### config.mk
export PLATFORM = sky130hd
export DESIGN_NAME = mem_stage_ctrl
export DESIGN_NICKNAME = d
export VERILOG_FILES = /design/src/rtl/mem_stage_ctrl.sv
export SDC_FILE = /design/constraint.sdc
export NUM_CORES = 1
export LEC_CHECK = 0
export ABC_CLOCK_PERIOD_IN_PS = 1890
export BUFFER_PORTS_ARGS = -buffer_cell sky130_fd_sc_hd__buf_2
export CORE_ASPECT_RATIO = 1.5
export CORE_MARGIN = 5
export CORE_UTILIZATION = 49
export CTS_CLUSTER_DIAMETER = 40
export CTS_CLUSTER_SIZE = 8
export DETAILED_ROUTE_END_ITERATION = 6
export PLACE_DENSITY = 0.88
export SYNTH_ARGS = -nofsm -noshare
export SYNTH_HDL_FRONTEND = slang
export SYNTH_SLANG_ARGS = --single-unit
### constraint.sdc
create_clock -name clk -period 1.89 [get_ports clk]
set_input_delay 0.378 -clock clk [delete_from_list [all_inputs] [get_ports clk]]
set_output_delay 0.378 -clock clk [all_outputs]
set_load 0.03 [all_outputs]
### src/rtl/mem_stage_ctrl.sv
// Memory stage sequencer and MEM/WB pipeline register: drives a req/ack data memory,
// stalls upstream while an access is outstanding, and registers the writeback result.
module mem_stage_ctrl #(
  parameter int ADDR_W  = 8,
  parameter int TIMEOUT = 16
) (
  input  logic              clk,
  input  logic              reset,
  input  logic [31:0]       alu_out_m,
  input  logic [31:0]       write_data_m,
  input  logic [4:0]        dest_m,
  input  logic              mem_read_m,
  input  logic              mem_write_m,
  input  logic              reg_write_m,
  input  logic [1:0]        mem_to_reg_m,
  input  logic [5:0]        pc_plus1_m,
  output logic              dmem_req,
  output logic              dmem_we,
  output logic [ADDR_W-1:0] dmem_addr,
  output logic [31:0]       dmem_wdata,
  input  logic [31:0]       dmem_rdata,
  input  logic              dmem_ack,
  output logic              stall_m,
  output logic [31:0]       result_wb,
  output logic [4:0]        dest_wb,
  output logic              reg_write_wb,
  output logic              mem_err
);

  typedef enum logic [1:0] {
    S_IDLE = 2'd0,
    S_REQ  = 2'd1,
    S_DONE = 2'd2
  } state_t;

  localparam int              CNT_W    = (TIMEOUT > 1) ? $clog2(TIMEOUT) : 1;
  localparam logic [CNT_W-1:0] CNT_LAST = CNT_W'(TIMEOUT - 1);

  state_t              state_q, state_d;
  logic [CNT_W-1:0]    cnt_q, cnt_d;
  logic                we_q, we_d;
  logic [ADDR_W-1:0]   addr_q, addr_d;
  logic [31:0]         wdata_q, wdata_d;
  logic [31:0]         load_data_q, load_data_d;
  logic                abort_q, abort_d;
  logic                mem_err_q, mem_err_d;
  logic [31:0]         result_wb_q, result_wb_d;
  logic [4:0]          dest_wb_q, dest_wb_d;
  logic                reg_write_wb_q, reg_write_wb_d;
  logic                stall;
  logic                req;
  logic                mem_op;

  assign mem_op = mem_read_m | mem_write_m;

  // Access sequencer; the access attributes are captured on entry so they stay
  // stable for the whole REQ phase regardless of what EX/MEM shows.
  always_comb begin
    state_d     = state_q;
    cnt_d       = cnt_q;
    we_d        = we_q;
    addr_d      = addr_q;
    wdata_d     = wdata_q;
    load_data_d = load_data_q;
    abort_d     = abort_q;
    mem_err_d   = mem_err_q;
    stall       = 1'b0;
    req         = 1'b0;

    case (state_q)
      S_IDLE: begin
        if (mem_op) begin
          stall   = 1'b1;
          we_d    = mem_write_m;
          addr_d  = alu_out_m[ADDR_W-1:0];
          wdata_d = write_data_m;
          cnt_d   = '0;
          abort_d = 1'b0;
          if (mem_read_m && mem_write_m) begin
            mem_err_d = 1'b1;
          end
          state_d = S_REQ;
        end
      end
      S_REQ: begin
        stall = 1'b1;
        req   = 1'b1;
        cnt_d = cnt_q + CNT_W'(1);
        if (dmem_ack) begin
          if (!we_q) begin
            load_data_d = dmem_rdata;
          end
          state_d = S_DONE;
        end else if (cnt_q == CNT_LAST) begin
          mem_err_d   = 1'b1;
          load_data_d = '0;
          abort_d     = 1'b1;
          state_d     = S_DONE;
        end
      end
      S_DONE: begin
        // EX/MEM advances at this edge, so IDLE sees the next instruction.
        cnt_d   = '0;
        abort_d = 1'b0;
        state_d = S_IDLE;
      end
      default: begin
        state_d = S_IDLE;
      end
    endcase
  end

  // MEM/WB register: a stall inserts a bubble but keeps the last result visible.
  always_comb begin
    result_wb_d    = result_wb_q;
    dest_wb_d      = dest_wb_q;
    reg_write_wb_d = 1'b0;
    if (!stall) begin
      dest_wb_d = dest_m;
      case (mem_to_reg_m)
        2'b01:   result_wb_d = load_data_q;
        2'b10:   result_wb_d = {26'b0, pc_plus1_m};
        default: result_wb_d = alu_out_m;
      endcase
      reg_write_wb_d = reg_write_m & (dest_m != 5'd0) & ~abort_q;
    end
  end

  always_ff @(posedge clk or negedge reset) begin
    if (!reset) begin
      state_q        <= S_IDLE;
      cnt_q          <= '0;
      we_q           <= 1'b0;
      addr_q         <= '0;
      wdata_q        <= '0;
      load_data_q    <= '0;
      abort_q        <= 1'b0;
      mem_err_q      <= 1'b0;
      result_wb_q    <= '0;
      dest_wb_q      <= '0;
      reg_write_wb_q <= 1'b0;
    end else begin
      state_q        <= state_d;
      cnt_q          <= cnt_d;
      we_q           <= we_d;
      addr_q         <= addr_d;
      wdata_q        <= wdata_d;
      load_data_q    <= load_data_d;
      abort_q        <= abort_d;
      mem_err_q      <= mem_err_d;
      result_wb_q    <= result_wb_d;
      dest_wb_q      <= dest_wb_d;
      reg_write_wb_q <= reg_write_wb_d;
    end
  end

  assign dmem_req     = req;
  assign dmem_we      = we_q;
  assign dmem_addr    = addr_q;
  assign dmem_wdata   = wdata_q;
  assign stall_m      = stall;
  assign result_wb    = result_wb_q;
  assign dest_wb      = dest_wb_q;
  assign reg_write_wb = reg_write_wb_q;
  assign mem_err      = mem_err_q;

endmodule

==> results of run 1 <==
## Yosys cell counts (all sizes together) (2+ instances only)
| library cell | number |
|---|---|
| o2bb2ai | 14 |
| buf | 14 |
| mux2 | 78 |
| nor4b | 2 |
| nor2 | 3 |
| inv | 6 |
| nor3 | 2 |
| o21ai | 30 |
| and2 | 2 |
| nand3 | 2 |
| a22oi | 6 |
| a22o | 46 |
| dfrtp | 119 |
| clkbuf | 16 |
| ha | 3 |
| nand2 | 58 |
| nand2b | 3 |
| nor3b | 2 |
## how the worst max path moves through the flow
stage,slack [ns],endpoint,start,cells past startpoint
final,0.03,dmem_req,state_q[1],3
after global routing,-0.03,dmem_req,state_q[1],3
after CTS,0.006,dmem_req,state_q[0],4
after detailed placement,0.05,result_wb[25],mem_to_reg_m[0],6
after global placement,0.11,result_wb[26],mem_to_reg_m[0],6
after floorplan,0.25,result_wb[27],mem_to_reg_m[0],6
## sequential cells by signal, indices dropped and copies added (netlist names)
name	flops
dmem_wdata	32
load_data_q	32
result_wb	32
dmem_addr	8
dest_wb	5
cnt_q	4
state_q	2
abort_q	1
dmem_we	1
mem_err	1
reg_write_wb	1
## area by class of cell
class,count,area (um2),area share (%)
Sequential cell,119,2980,42.2
Tap cell,144,180,2.55
Inverter,6,22.5,0.319
Timing Repair Buffer,216,1190,16.8
Clock inverter,14,149,2.11
Multi-Input combinational cell,262,2100,29.7
Clock buffer,18,439,6.22
## what timing repair did
item	in CTS	in global routing
endpoints found under the hold margin	29	0
buffers inserted	1	0
endpoints found under the setup margin	1	19
pin swaps	1	0
gates resized for setup	1	3
hold buffers	1	0
## cell families (layout without fill, tap and decap cells)
group	count (synthesis)	count (layout)	synth area share [%]
DFF	119	119	56.8
xor gates and xnor gates	1	1	0.167
and+or+nand+nor	79	79	6.99
AOI/OAI and AO/OA	101	101	14.7
adders and majority gates	3	3	0.716
muxes	78	78	16.9
buffers and inverters	36	254	3.77
## worst reg2reg max path, cell delays in order (launching register included)
cell and delay, ns:
dfrtp_1 0.42, buf_4 0.21, nand4bb_1 0.57, nand2_1 0.28, o2bb2ai_1 0.08
## per-stage QoR
stage | instance area, um2 | setup TNS (ns) | hold WS, ns
global placement | 6430 | 0 | 0.337
global route | 7060 | -0.0290 | 0.167
CTS | 7040 | 0 | 0.167
detailed placement | 6430 | 0 | 0.340
floorplan | 5240 | 0 | 0.0824
finish | 7060 | 0 | 0.182
## per-layer routing
metal	up-vias	global-route usage [%]
li1	1934	-
met1	2048	23.9
met2	197	39.7
met3	50	5.72
met4	0	12.0
met5	-	0
## power groups by stage
stage / registers [mW] / logic (mW) / clock network, mW
after floorplan: 6.04 / 2.46 / 0
after global placement: 4.41 / 5.58 / 0
after detailed placement: 4.48 / 5.78 / 0
after CTS: 4.46 / 5.84 / 3.21
after global routing: 4.62 / 6.15 / 3.35
final: 4.47 / 5.81 / 3.14
==> out/results.tsv, run 1 <==
metric	value	unit
syn_inst	417	
dpl.hpwl	10.4	mm
p_sw	5.32	mW
setup_viol	0	
grt_pass1_vias	4643	
wl_met2	7.51	mm
pin_count	197	
pre_cts_ws	0.0468	ns
dr.max_layer_used	met4	
finalCriticalPeriod	1.86	ns
path_buf_inv	2	
initial_core_util	49.8	%
overflow	0	
cts_buffers	17	
relSlewSlack	52.9	%
synthDistinctLibCells	35	
vias	4229	
insertion_delay	0.40	ns
max_cap_viol_count	0	
syn_to_final_growth	34.6	%
wl_per_cell	18.0	um
clock.fmax	536	MHz
cts_tree	yes	
clockBufferDepth	2	
gp_congestion	0.813	
core-area	10500	um2
drc	0	
layout_commonest_cell	buf_2	
worst-setup-path-type	register to output pin	
dieArea	12900	um2
portBuffers	196	
period_share	98.6	%
syn_area	5240	um2
cp.required	1.51	ns
critPathSlowestCell	dfrtp_1	
p_leak	3.44	nW
grt_max_degree	47	
worst_hold_path.endpoint	load_data_q[15]	
die_w	94.5	um
final_cell_mix	194 x buf_2, 119 x dfrtp_1, 76 x mux2_2	
n_antenna_cell	0	
nets	740	
synth_top_area_share	56.8	%
crit_fanout	6	
end_kind	output pin	
n_fill_cell	811	
wl_met3	988	um
cp-start-kind	register	
power.share.combinational	43.3	%
pwr-share-seq	33.3	%
p_int	8.09	mW
yosysSeqAreaShare	56.8	%
grt_pass1_wl	22.4	mm
synth_area_leaders	dfrtp_1 57%, mux2_2 16%, a22o_1 7.7%, nand2_1 4.2%, o21ai_0 2.7%	
clkPwrFrac	23.4	%
whs_path_depth	2	
maxSlewViolCount	0	
rows	46	
clkSlewWorstSetupHoldPaths	0.05	ns
synth_edf_count	0	
grtUsageTotal	22.3	%
path_delay_family	flip-flops	
syn_area_per_cell	12.6	um2
final_util	67.0	%
worst_slack	0.0259	ns
viasPerCell	5.43	
dr.pass1.iters	4	
synth_seq_cells	119	
r2r_end	load_data_q[28]	
fin_skew	0.00863	ns
min_from	dmem_rdata[15]	
worstRegToRegCells	4	
antenna_found_initial	0	
synth_fp_nets	535	
die_h	137	um
synth_top_area_cell	dfrtp_1	
hold_path.class	primary input to register	
r2r_slack	0.23	ns
ant_nets	0	
status	finished, final reports clean	
ys.flop_type	dfrtp_1	
cts_root_buffer	clkbuf_16	
path_cells	nand2b_2 > inv_1 > clkbuf_4	
yosysWarnings	0	
cts.sinks	119	
wl_met1	4.95	mm
place_inst	745	
p_total	13.4	mW
route.final.wire_length	14.0	mm
async_reset_ff_share	100	%
tightest_slew	0.705	ns
peakVddDrop	0.884	mV
final_cells	779	
hold_violations	0	
arrival	1.49	ns
timing.rr.start	state_q[0]	
h-tree-depth	4	
rsz0062_at_grt	true	
critical_path.max_stage_delay	0.47	ns
dr.first_iter.drc_count	227	
p_sw_share	39.7	%
power_density	1900	nW/um2
final_layout_size_suffix_gt1_share	52.4	%
Power figures use the tool's default switching activity.
==> run 2, diff against run 1 <==
--- a/config.mk
+++ b/config.mk
@@ -7,13 +7,16 @@
 export LEC_CHECK = 0
 export ABC_CLOCK_PERIOD_IN_PS = 1890
 export BUFFER_PORTS_ARGS = -buffer_cell sky130_fd_sc_hd__buf_2
+export CELL_PAD_IN_SITES_DETAIL_PLACEMENT = 0
+export CELL_PAD_IN_SITES_GLOBAL_PLACEMENT = 1
 export CORE_ASPECT_RATIO = 1.5
 export CORE_MARGIN = 5
-export CORE_UTILIZATION = 49
+export CORE_UTILIZATION = 39
+export CTS_BUF_LIST = sky130_fd_sc_hd__clkbuf_4 sky130_fd_sc_hd__clkbuf_8
 export CTS_CLUSTER_DIAMETER = 40
 export CTS_CLUSTER_SIZE = 8
 export DETAILED_ROUTE_END_ITERATION = 6
-export PLACE_DENSITY = 0.88
+export PLACE_DENSITY = 0.9
 export SYNTH_ARGS = -nofsm -noshare
 export SYNTH_HDL_FRONTEND = slang
 export SYNTH_SLANG_ARGS = --single-unit
==> out/results.tsv, run 2 (same netlist as run 1, synthesis figures left out) <==
metric	value	unit	change
die_h	152	um	was 137 um
end_kind	output pin		unchanged
cts_tree	yes		unchanged
pre_cts_ws	0.0683	ns	was 0.0468 ns
cts_buffers	17		unchanged
syn_to_final_growth	32.0	%	was 34.6%
hold_path.class	primary input to register		unchanged
finalCriticalPeriod	1.82	ns	was 1.86 ns
dr.pass1.iters	5		was 4
critical_path.max_stage_delay	0.41	ns	was 0.47 ns
drc	0		unchanged
arrival	1.44	ns	was 1.49 ns
worst-setup-path-type	register to output pin		unchanged
pin_count	197		unchanged
final_layout_size_suffix_gt1_share	53.0	%	was 52.4%
final_cell_mix	194 x buf_2, 118 x dfrtp_1, 76 x mux2_2		was 194 x buf_2, 119 x dfrtp_1, 76 x mux2_2
grt_pass1_vias	4470		was 4643
p_leak	3.37	nW	was 3.44 nW
cts_root_buffer	clkbuf_8		was clkbuf_16
route.final.wire_length	14.0	mm	about the same
nets	741		was 740
gp_congestion	0.841		was 0.813
rsz0062_at_grt	false		was true
dpl.hpwl	10.6	mm	was 10.4 mm
maxSlewViolCount	0		unchanged
power_density	1790	nW/um2	was 1900 nW/um2
ant_nets	0		unchanged
cpMostUsedCell	buf_4		
grt_max_degree	47		unchanged
cts.sinks	119		unchanged
tightest_slew	0.615	ns	was 0.705 ns
final_util	51.9	%	was 67.0%
setup_viol	0		unchanged
cp-start-kind	register		unchanged
core-area	13300	um2	was 10500 um2
layout_commonest_cell	buf_2		unchanged
antenna_found_initial	3		was 0
portBuffers	196		unchanged
die_w	105	um	was 94.5 um
initial_core_util	39.3	%	was 49.8%
rows	52		was 46
setup-tns-final	0	ns	unchanged
wl_per_cell	17.5	um	was 18.0 um
max_cap_viol_count	0		unchanged
h-tree-depth	4		unchanged
grtUsageTotal	17.6	%	was 22.3%
path_buf_inv	3		was 2
relSlewSlack	58.8	%	was 52.9%
critPathSlowestCell	dfrtp_2		was dfrtp_1
peakVddDrop	0.690	mV	was 0.884 mV
crit_fanout	9		was 6
cp.required	1.51	ns	about the same
vias	4106		was 4229
status	finished, final reports clean		unchanged
worst_slack	0.0730	ns	was 0.0259 ns
overflow	0		unchanged
dieArea	15900	um2	was 12900 um2
grt_pass1_wl	22.7	mm	was 22.4 mm
fin_skew	0.00993	ns	was 0.00863 ns
path_cells	buf_4 > nand2b_4 > inv_2 > buf_4		was nand2b_2 > inv_1 > clkbuf_4
period_share	96.1	%	was 98.6%
dr.first_iter.drc_count	142		was 227
viasPerCell	5.14		was 5.43
clockBufferDepth	2		unchanged
hold_violations	0		unchanged
insertion_delay	0.42	ns	was 0.40 ns
path_delay_family	buffers and inverters		was flip-flops
clkSlewWorstSetupHoldPaths	0.07	ns	was 0.05 ns
clock.fmax	550	MHz	was 536 MHz
run 2: layout make-up:
cell class | instances | area, um2
inverter | 6 | 22.5
fill | 1190 | 6410
timing repair buffer | 217 | 1230
clock inverter | 13 | 121
multi-input combinational | 262 | 2110
tap | 162 | 203
sequential | 119 | 2980
clock buffer | 19 | 255
antenna | 1 | 2.50
run 2: routing by layer:
| layer | wire [um] | GRT usage [%] | up-vias | share of wire [%] |
|---|---|---|---|---|
| met3 | 999 | 6.07 | 28 | 7.1 |
| met1 | 5160 | 19.4 | 1999 | 37 |
| li1 | - | - | 1930 | - |
| met5 | 25 | 0 | - | 0.18 |
| met2 | 7460 | 30.9 | 145 | 53 |
| met4 | 348 | 7.07 | 4 | 2.5 |
run 2: repair_timing:
action                                 4_1_cts  5_1_grt
setup endpoints to repair                    2       20
endpoints found under the hold margin       24        0
hold buffers                                 1        0
setup buffers                                1        1
resized for setup                            5        2
pin swaps                                    1        0
run 2: metrics by stage:
| step | instance area, um2 | total power [mW] | instances | hold WS [ns] |
|---|---|---|---|---|
| 4_1_cts | 6900 | 12.5 | 797 | 0.131 |
| 3_3_place_gp | 6490 | 10.0 | 763 | 0.323 |
| 3_5_place_dp | 6490 | 10.3 | 763 | 0.329 |
| 5_1_grt | 6920 | 13.2 | 799 | 0.129 |
| 2_1_floorplan | 5240 | 8.50 | 417 | 0.0824 |
| 6_report | 6920 | 12.4 | 799 | 0.158 |
run 2: power by group:
group | internal, mW | switching [mW] | leakage (nW)
combinational | 2.40 | 3.40 | 1.74
sequential | 3.75 | 0.692 | 1.44
clock | 1.10 | 1.07 | 0.190
run 2: final timing paths:
path	startpoint	endpoint	slack [ns]	depth (start not counted)
worst max-delay path	state_q[1]	dmem_req	0.07	4
worst max register to register	state_q[1]	dmem_addr[6]	0.11	5
min in group asynchronous	reset	dmem_wdata[19]	0.42	2
worst min register to register	abort_q	reg_write_wb	0.45	1
max in group asynchronous	reset	load_data_q[7]	0.91	3
worst min-delay path	dmem_rdata[17]	load_data_q[17]	0.16	2
